===== src/rtl/aes_pkg.sv =====
// rtl/aes_pkg.sv - shared AES key-schedule types and constants
package aes_pkg;

  // Pipeline depth of the round-key expander, from key input to key_s10.
  localparam int AES_KEY_EXPAND_LAT = 10;

  typedef enum logic [1:0] {
    KS_IDLE,
    KS_LOAD,
    KS_READY,
    KS_DRAIN
  } ks_state_t;

  typedef logic [127:0] aes_key_t;

endpackage


===== src/rtl/aes_inflight_cnt.sv =====
// rtl/aes_inflight_cnt.sv - saturating outstanding-block counter with sticky underflow flag
module aes_inflight_cnt #(
  parameter int MAX_COUNT = 15,
  parameter int CNT_W     = $clog2(MAX_COUNT + 1)
) (
  input  logic             clk,
  input  logic             rst,
  input  logic             inc,
  input  logic             dec,
  output logic [CNT_W-1:0] count,
  output logic [CNT_W-1:0] count_next,
  output logic             err_underflow
);

  logic at_zero;
  logic at_max;
  logic inc_eff;
  logic dec_eff;

  // Next count: a retire at zero is dropped, an issue at the ceiling is dropped.
  always_comb begin
    at_zero    = (count == '0);
    at_max     = (count == CNT_W'(MAX_COUNT));
    inc_eff    = inc && !at_max;
    dec_eff    = dec && !at_zero;
    count_next = count;
    if (inc_eff && !dec_eff) begin
      count_next = count + 1'b1;
    end else if (!inc_eff && dec_eff) begin
      count_next = count - 1'b1;
    end
  end

  // Count register and sticky underflow; only reset clears the flag.
  always_ff @(posedge clk) begin
    if (rst) begin
      count         <= '0;
      err_underflow <= 1'b0;
    end else begin
      count <= count_next;
      if (dec && at_zero) begin
        err_underflow <= 1'b1;
      end
    end
  end

endmodule


===== src/rtl/aes_key_sched_ctrl.sv =====
// rtl/aes_key_sched_ctrl.sv - round-key expander sequencing and cipher issue gating
module aes_key_sched_ctrl
  import aes_pkg::*;
#(
  parameter int SETTLE_CYCLES = AES_KEY_EXPAND_LAT,
  parameter int MAX_INFLIGHT  = 15,
  parameter int EPOCH_W       = 8
) (
  input  logic                              clk,
  input  logic                              rst,
  input  logic [127:0]                      key_in,
  input  logic                              key_load_valid,
  output logic                              key_load_ready,
  output logic [127:0]                      exp_key,
  output logic                              keys_valid,
  output logic [EPOCH_W-1:0]                key_epoch,
  input  logic                              use_req,
  output logic                              use_gnt,
  input  logic                              blk_done,
  output logic [$clog2(MAX_INFLIGHT+1)-1:0] inflight,
  output logic                              err_underflow
);

  localparam int SETTLE_W = $clog2(SETTLE_CYCLES + 1);
  localparam int CNT_W    = $clog2(MAX_INFLIGHT + 1);

  ks_state_t          state;
  ks_state_t          state_next;
  aes_key_t           pend_key;
  logic [SETTLE_W-1:0] settle_cnt;
  logic [CNT_W-1:0]   inflight_next;
  logic               accept;
  logic               settle_done;
  logic               drained;

  aes_inflight_cnt #(
    .MAX_COUNT(MAX_INFLIGHT),
    .CNT_W    (CNT_W)
  ) u_inflight (
    .clk          (clk),
    .rst          (rst),
    .inc          (use_gnt),
    .dec          (blk_done),
    .count        (inflight),
    .count_next   (inflight_next),
    .err_underflow(err_underflow)
  );

  // State register.
  always_ff @(posedge clk) begin
    if (rst) begin
      state <= KS_IDLE;
    end else begin
      state <= state_next;
    end
  end

  // Next-state decode: a rekey in READY only reloads once the core pipeline is empty.
  always_comb begin
    accept      = key_load_valid && key_load_ready;
    settle_done = (settle_cnt == SETTLE_W'(SETTLE_CYCLES - 1));
    drained     = (inflight_next == '0);
    state_next  = state;
    case (state)
      KS_IDLE:  if (accept) state_next = KS_LOAD;
      KS_READY: if (accept) state_next = drained ? KS_LOAD : KS_DRAIN;
      KS_DRAIN: if (drained) state_next = KS_LOAD;
      KS_LOAD:  if (settle_done) state_next = KS_READY;
      default:  state_next = KS_IDLE;
    endcase
  end

  // Handshake outputs; a pending key load blocks issue so the rekey is never starved.
  always_comb begin
    key_load_ready = (state == KS_IDLE) || (state == KS_READY);
    use_gnt        = use_req && (state == KS_READY) && !key_load_valid &&
                     (inflight < CNT_W'(MAX_INFLIGHT));
  end

  // Key, settle timer and epoch registers; old keys stay on the expander while draining.
  always_ff @(posedge clk) begin
    if (rst) begin
      exp_key    <= '0;
      pend_key   <= '0;
      keys_valid <= 1'b0;
      key_epoch  <= '0;
      settle_cnt <= '0;
    end else begin
      case (state)
        KS_IDLE: begin
          if (accept) begin
            exp_key    <= key_in;
            settle_cnt <= '0;
          end
        end
        KS_READY: begin
          if (accept) begin
            pend_key   <= key_in;
            keys_valid <= 1'b0;
            if (drained) begin
              exp_key    <= key_in;
              settle_cnt <= '0;
            end
          end
        end
        KS_DRAIN: begin
          if (drained) begin
            exp_key    <= pend_key;
            settle_cnt <= '0;
          end
        end
        KS_LOAD: begin
          if (settle_done) begin
            settle_cnt <= '0;
            keys_valid <= 1'b1;
            key_epoch  <= key_epoch + 1'b1;
          end else begin
            settle_cnt <= settle_cnt + 1'b1;
          end
        end
        default: ;
      endcase
    end
  end

endmodule

===== config.mk =====
export PLATFORM = sky130hd
export DESIGN_NAME = aes_key_sched_ctrl
export DESIGN_NICKNAME = d
export VERILOG_FILES = /design/src/rtl/aes_pkg.sv /design/src/rtl/aes_inflight_cnt.sv /design/src/rtl/aes_key_sched_ctrl.sv
export SDC_FILE = /design/constraint.sdc
export NUM_CORES = 1
export LEC_CHECK = 0
export CAP_MARGIN = 20
export CORE_AREA = 2 2 179 181
export CTS_BUF_LIST = sky130_fd_sc_hd__clkbuf_4 sky130_fd_sc_hd__clkbuf_8 sky130_fd_sc_hd__clkbuf_16
export DETAILED_ROUTE_END_ITERATION = 12
export DIE_AREA = 0 0 181 183
export PLACE_DENSITY = 0.79
export SYNTH_ARGS = -nofsm -noshare
export SYNTH_HDL_FRONTEND = slang
export SYNTH_SLANG_ARGS = --single-unit

===== constraint.sdc =====
create_clock -name clk -period 2.8 [get_ports clk]
set_input_delay 0.42 -clock clk [delete_from_list [all_inputs] [get_ports clk]]
set_output_delay 0.42 -clock clk [all_outputs]
set_load 0.05 [all_outputs]

After elaboration in Yosys (flattened, before gate mapping):

Cells that the tools add are included.
Widths: inputs -> output; s select.

* add/subtract/negate cells: 4
* $mul: 0
* div/mod/pow operators: 0
* $lt $le $gt $ge: 1
* eq/ne operators: 10
* shift-type cells: 0
* muxes and demuxes: 21
* bitwise operators: 0
* reduce and logical (&&, ||, !) cells: 26

Operators with widths (number)
* $mux 128: 4
* $pmux 128 s3: 1
* $mux 4: 6
* $pmux 4 s4: 1
* $mux 2: 5
* $ne 2x2->1 const B: 5
* $logic_and 1x1->1: 9
* $add 4x1->4 const B: 2
* $add 8x1->8 const B: 1
* $eq 4x4->1 const B: 2
* $logic_not 4->1: 2
* $pmux 2 s4: 1
* $reduce_and 2->1: 3
* $logic_not 1->1: 5
* $reduce_and 5->1: 1
* $eq 2x2->1 const B: 2
* $lt 4x4->1 const B: 1
* $reduce_and 4->1: 1
* $sub 4x1->4 const B: 1
* $reduce_and 3->1: 1
* $reduce_bool 3->1: 1
* $eq 2x1->1 const B: 1
* $logic_not 2->1: 1
* $mux 1: 2
* 3 further kinds: 3

* register bits: 276
* latch bits: 0
* memory bits (writable): 0
* bits in read-only memories: 0
* input port bits: 133
* output and inout port bits: 144
* logic and storage cells: 70
* memories kept: 0

Depth between registers and ports, before layout:

Gate-level depths: netlist of the first run.

* depth in word-level cells: 13
* depth in mapped cells: 11
* depth with buffers taken out: 8

Modules after synthesis:

Synthesis of the first run repeated with hierarchy kept, for this count alone.

* cells, all modules: 1283
* area, all modules: 11920.2 um^2

By module, submodules not included
* aes_key_sched_ctrl: instances 1, cells an instance 1225, area an instance 11423.5 um^2, seq. area each 5425.2 um^2
* aes_inflight_cnt: instances 1, cells an instance 58, area an instance 496.7 um^2, seq. area each 100.1 um^2

Worst setup path before layout of the first run:

OpenSTA, ideal clock, no wires.

* path type: register to register
* from: register u_inflight.count[0]
* to: register exp_key[0]
* library setup time: 0.089 ns
* arrival: 2.716 ns
* required time: 2.711 ns
* path slack: -0.005 ns
* cell stages (with the launch flop): 11
* path buffers: 2
* period minus slack after synthesis: 2.805 ns
* path through: dfxtp_1 > inv_1 > ha_1 > or3b_4 > a211o_4 > o22a_4 > buf_12 > buf_12 > a211oi_2 > a221oi_2 > a311oi_2

* longest elaborated chain between the ends: 10
* elaborated cells on any way between the ends: 20
* those cells by class: add/sub (2); order compare (1); eq/ne (3); mux (2); reduce/logical (12)

RTL lines
* from (decl): line aes_inflight_cnt.sv:10 `output logic [CNT_W-1:0] count,`
* from (signal assigned): line aes_inflight_cnt.sv:40 `count <= count_next;`
* $lt 4x4->1 / $eq 4x4->1 (equally long branches): line aes_key_sched_ctrl.sv:77, aes_inflight_cnt.sv:23
* $logic_and 1x1->1 / $logic_not 1->1 (equally long branches): line aes_key_sched_ctrl.sv:76, aes_inflight_cnt.sv:24
* $logic_and 1x1->1: line aes_inflight_cnt.sv:24 `inc_eff = inc && !at_max;`
* $logic_not 1->1: line aes_inflight_cnt.sv:29 `end else if (!inc_eff && dec_eff) begin`
* $logic_and 1x1->1: line aes_inflight_cnt.sv:29
* $mux 4: line aes_inflight_cnt.sv:29
* $mux 4 (*): line aes_inflight_cnt.sv:27 `if (inc_eff && !dec_eff) begin`
* $logic_not 4->1 (*): line aes_key_sched_ctrl.sv:62 `drained = (inflight_next == '0);`
* $ne 2x2->1 (no source line)
* $reduce_and 5->1 (no source line) (*)
* to (signal assigned): line aes_key_sched_ctrl.sv:92 `exp_key <= key_in;`
* to (signal assigned): line aes_key_sched_ctrl.sv:101 `exp_key <= key_in;`
* to (signal assigned): line aes_key_sched_ctrl.sv:108 `exp_key <= pend_key;`
* to (decl): line aes_key_sched_ctrl.sv:14 `output logic [127:0] exp_key,`

Every way passes the cells marked *; elsewhere a longest branch is shown, timed or not.
A chain may end at the register's enable or synchronous reset.

Worst setup path in the final report of the first run:

* from: register u_inflight.count[0]
* to: register exp_key[92]

Same word-level chain as after synthesis.

==> summary.md, run 1 <==
| Metric | Value |
|---|---|
| Status | finished, final reports clean |
| Clock Skew | 0.0116 ns |
| DRT iter0 DRCs | 1,286 |
| # Max-Cap Violations | 0 |
| HPWL Detailed | 30,100 um |
| Post-synth EDFFs | 0 |
| Clock Tree Root | clkbuf_16 |
| Worst-Margin Slew | 1.23 ns |
| Synth area leader | dfxtp_1 |
| Register area | 5530 um^2 |
| Tot Pwr | 32.6 mW |
| Vias | 15.4k |
| CP required | 3.27 ns |
| Via-to-Cell Ratio | 6.45 |
| Layout cells sized above 1 | 0.262 |
| First-pass GRT wire length | 78,100 um |
| CTS tree | yes |
| Routed len/inst | 20.5 um |
| Main synth FF type | dfxtp_1 |
| Initial core utilization | 0.532 |
| Most common cell after layout, fill and taps aside | nand2_1 |
| Area of the multi-input gates | 10,200 um^2 |
| Worst setup EP type | flop |
| Bufs on Longest Clock Path | 3 |
| IO Pins | 277 |
| Synth warnings | 0 |
| Total routed wirelength | 49,100 um |
| Setup TNS | 0 ns |
| Crit Path Class | reg2reg |
| Peak supply drop | 0.00129 V |
| Routed Antenna Nets | 0 |
| Initial antenna violation count | 4 |
| Clk sinks | 276 |
| Power density over cell area | 1510 nW/um^2 |
| Grt met2 use | 0.469 |
| Max Clk Rate | 366 MHz |
| Asr flop ratio synth | 0 |
| Sum of buffers and inverters on the critical path | 2 |
| LEAKAGE | 6.73 nW |
| Ranking of synthesized cells by area | dfxtp_1 33%, a221oi_2 9.9%, a311oi_2 9.9% |
| Largest net degree at the start of global routing | 133 |
| Chip width | 181 um |
| Crit-path max cell delay | 0.42 ns |
| Hold_ws | 0.283 ns |
| Tmin final | 2.73 ns |
| Relative slew slack | 0.181 |
| Syn Nets | 1,903 |
| DP Worst Slack | -0.122 ns |
| Die ar. | 33,100 um^2 |
| H-tree depth | 1 |
| DR pass1 iterations | 5 |
| Critical path's top delay family | compound AO/OA/AOI/OAI gates |
| Post-synth cell types | 54 |
| Max-slew violations | 0 |
| Register area share after synthesis | 0.333 |
| RSZ-0062 raised after global routing | yes |
| IO buf count | 276 |
| DRC Markers | 0 |
| GR peak layer | met2 |
| CP max stage cell | or3b_4 |
| Syn avg cell area | 9.43 um^2 |
| Final Hold Fails | 0 |
| Max Fanout on Critical Path | 30 |
| CP cell instances | inv_1 > ha_2 > or3b_4 > a211o_4 > o22a_4 > buf_12 > a211oi_2 > nand2_1 > a311oi_2 |
| NumNets Final | 2,106 |
| Overall Global Routing Usage | 0.280 |
| Met1 Resource Use GR | 0.364 |
| Hold WC Path Type | in2reg |
| Final instance area | 21,600 um^2 |
| Fin util | 0.691 |
| Area share of the largest cell type after synthesis | 0.333 |
| GR Util met3 | 0.0502 |
| Cell area after synthesis | 16,600 um^2 |
| Grt ovf | 0 |
| Yosys reg bits | 276 |
| Row count | 65 |
| Placed instance count | 2,330 |
| Worst setup SP type | flop |
| Worst Path Arrival | 3.20 ns |
| Core area | 31,200 um^2 |
| Setup-failing EPs final | 0 |
| FILL cells | 2,339 |
| Final Cycle Share | 0.976 |
| P&R area growth vs syn | 29.9% |
| Vias in the first global route | 14.9k |
| Clock Latency Late Sink | 0.56 ns |
| CTS Buf Count | 31 |
| Most frequent cells in the layout | 389 x nand2_1, 275 x dfxtp_1, 273 x clkdlybuf4s50_1 |
| Post-Place Cell Area | 20,200 um^2 |
| Worst setup margin | 0.0683 ns |
| DIE HEIGHT | 183 um |
| Mapped Cells | 1,760 |
| CTS clk-pin slew, worst paths | 0.06 ns |
| Placer Congestion | 0.872 |
| Final Non-Filler Cells | 2,392 |
layout make-up:
type,instances,share of cell area
multi-input combinational,1273,0.473
inverter,9,0.00157
tap,402,0.0233
antenna,2,0.000232
clock buffer,42,0.0418
timing repair buffer,372,0.193
clock inverter,16,0.0112
sequential,276,0.256
cells in the mapped netlist, drive strengths merged (3+ instances only):
cell type	n
or2	3
a211oi	137
a21oi	255
inv	9
buf	91
nor4	4
nor3	6
and3	4
a221oi	135
nor2	22
mux2i	130
nand2b	3
nand3	5
nand3b	4
xnor2	3
ha	10
xor2	5
dfxtp	276
a311oi	123
nand2	392
clkbuf	111
state kept, by name, summed over array words and instances, names as in the netlist:
signal	cells
u_inflight.count	4
u_inflight.err_underflow	1
exp_key	128
key_epoch	8
state	2
pend_key	128
settle_cnt	4
keys_valid	1
logic make-up (layout without fill, tap and decap cells):
kind of cell | Yosys count | after routing | synth area share
compound gates | 669 | 669 | 0.401
xor+xnor | 8 | 8 | 0.00422
fa+ha+maj | 10 | 10 | 0.00754
buf+inv | 211 | 439 | 0.0661
flops | 276 | 276 | 0.333
mux | 132 | 132 | 0.0797
other cells | 0 | 2 | 0
simple gates | 454 | 454 | 0.109
path summary, 6_finish.rpt:
check | from | to | slack [ns] | cells after the start
worst max-delay path | u_inflight.count[0]$_SDFF_PP0_ | exp_key[92]$_SDFFE_PP0P_ | 0.07 | 9
worst min-delay path | rst | keys_valid$_SDFFE_PP0P_ | 0.28 | 2
worst max register to register | u_inflight.count[0]$_SDFF_PP0_ | exp_key[92]$_SDFFE_PP0P_ | 0.07 | 9
worst min register to register | pend_key[65]$_SDFFE_PP0P_ | pend_key[65]$_SDFFE_PP0P_ | 0.45 | 2
layer usage:
metal | vias up | routed length [um]
met4 | 6 | 1290
met5 | - | 41
met1 | 7595 | 20800
li1 | 7113 | -
met2 | 625 | 23500
met3 | 91 | 3480
where the power goes:
part | internal, mW | total, mW | switching (mW)
Clock | 2.80 | 4.53 | 1.73
Sequential | 5.17 | 6.17 | 0.993
Combinational | 8.50 | 21.9 | 13.4
timing repair:
action                                  4_1_cts  5_1_grt
hold buffers                                  0        0
buffers inserted                              0        1
pin swaps                                     0        2
resized for setup                             2       28
endpoints found under the setup margin        5       85
hold endpoints to repair                      0        0
cloned                                        0        1
Power figures use the tool's default switching activity.
==> run 2: changes to the inputs <==
Settings changed: SLEW_MARGIN set to 15.
==> results of run 2 <==
No change in the layout: final DEF, timing and power equal those of run 1.
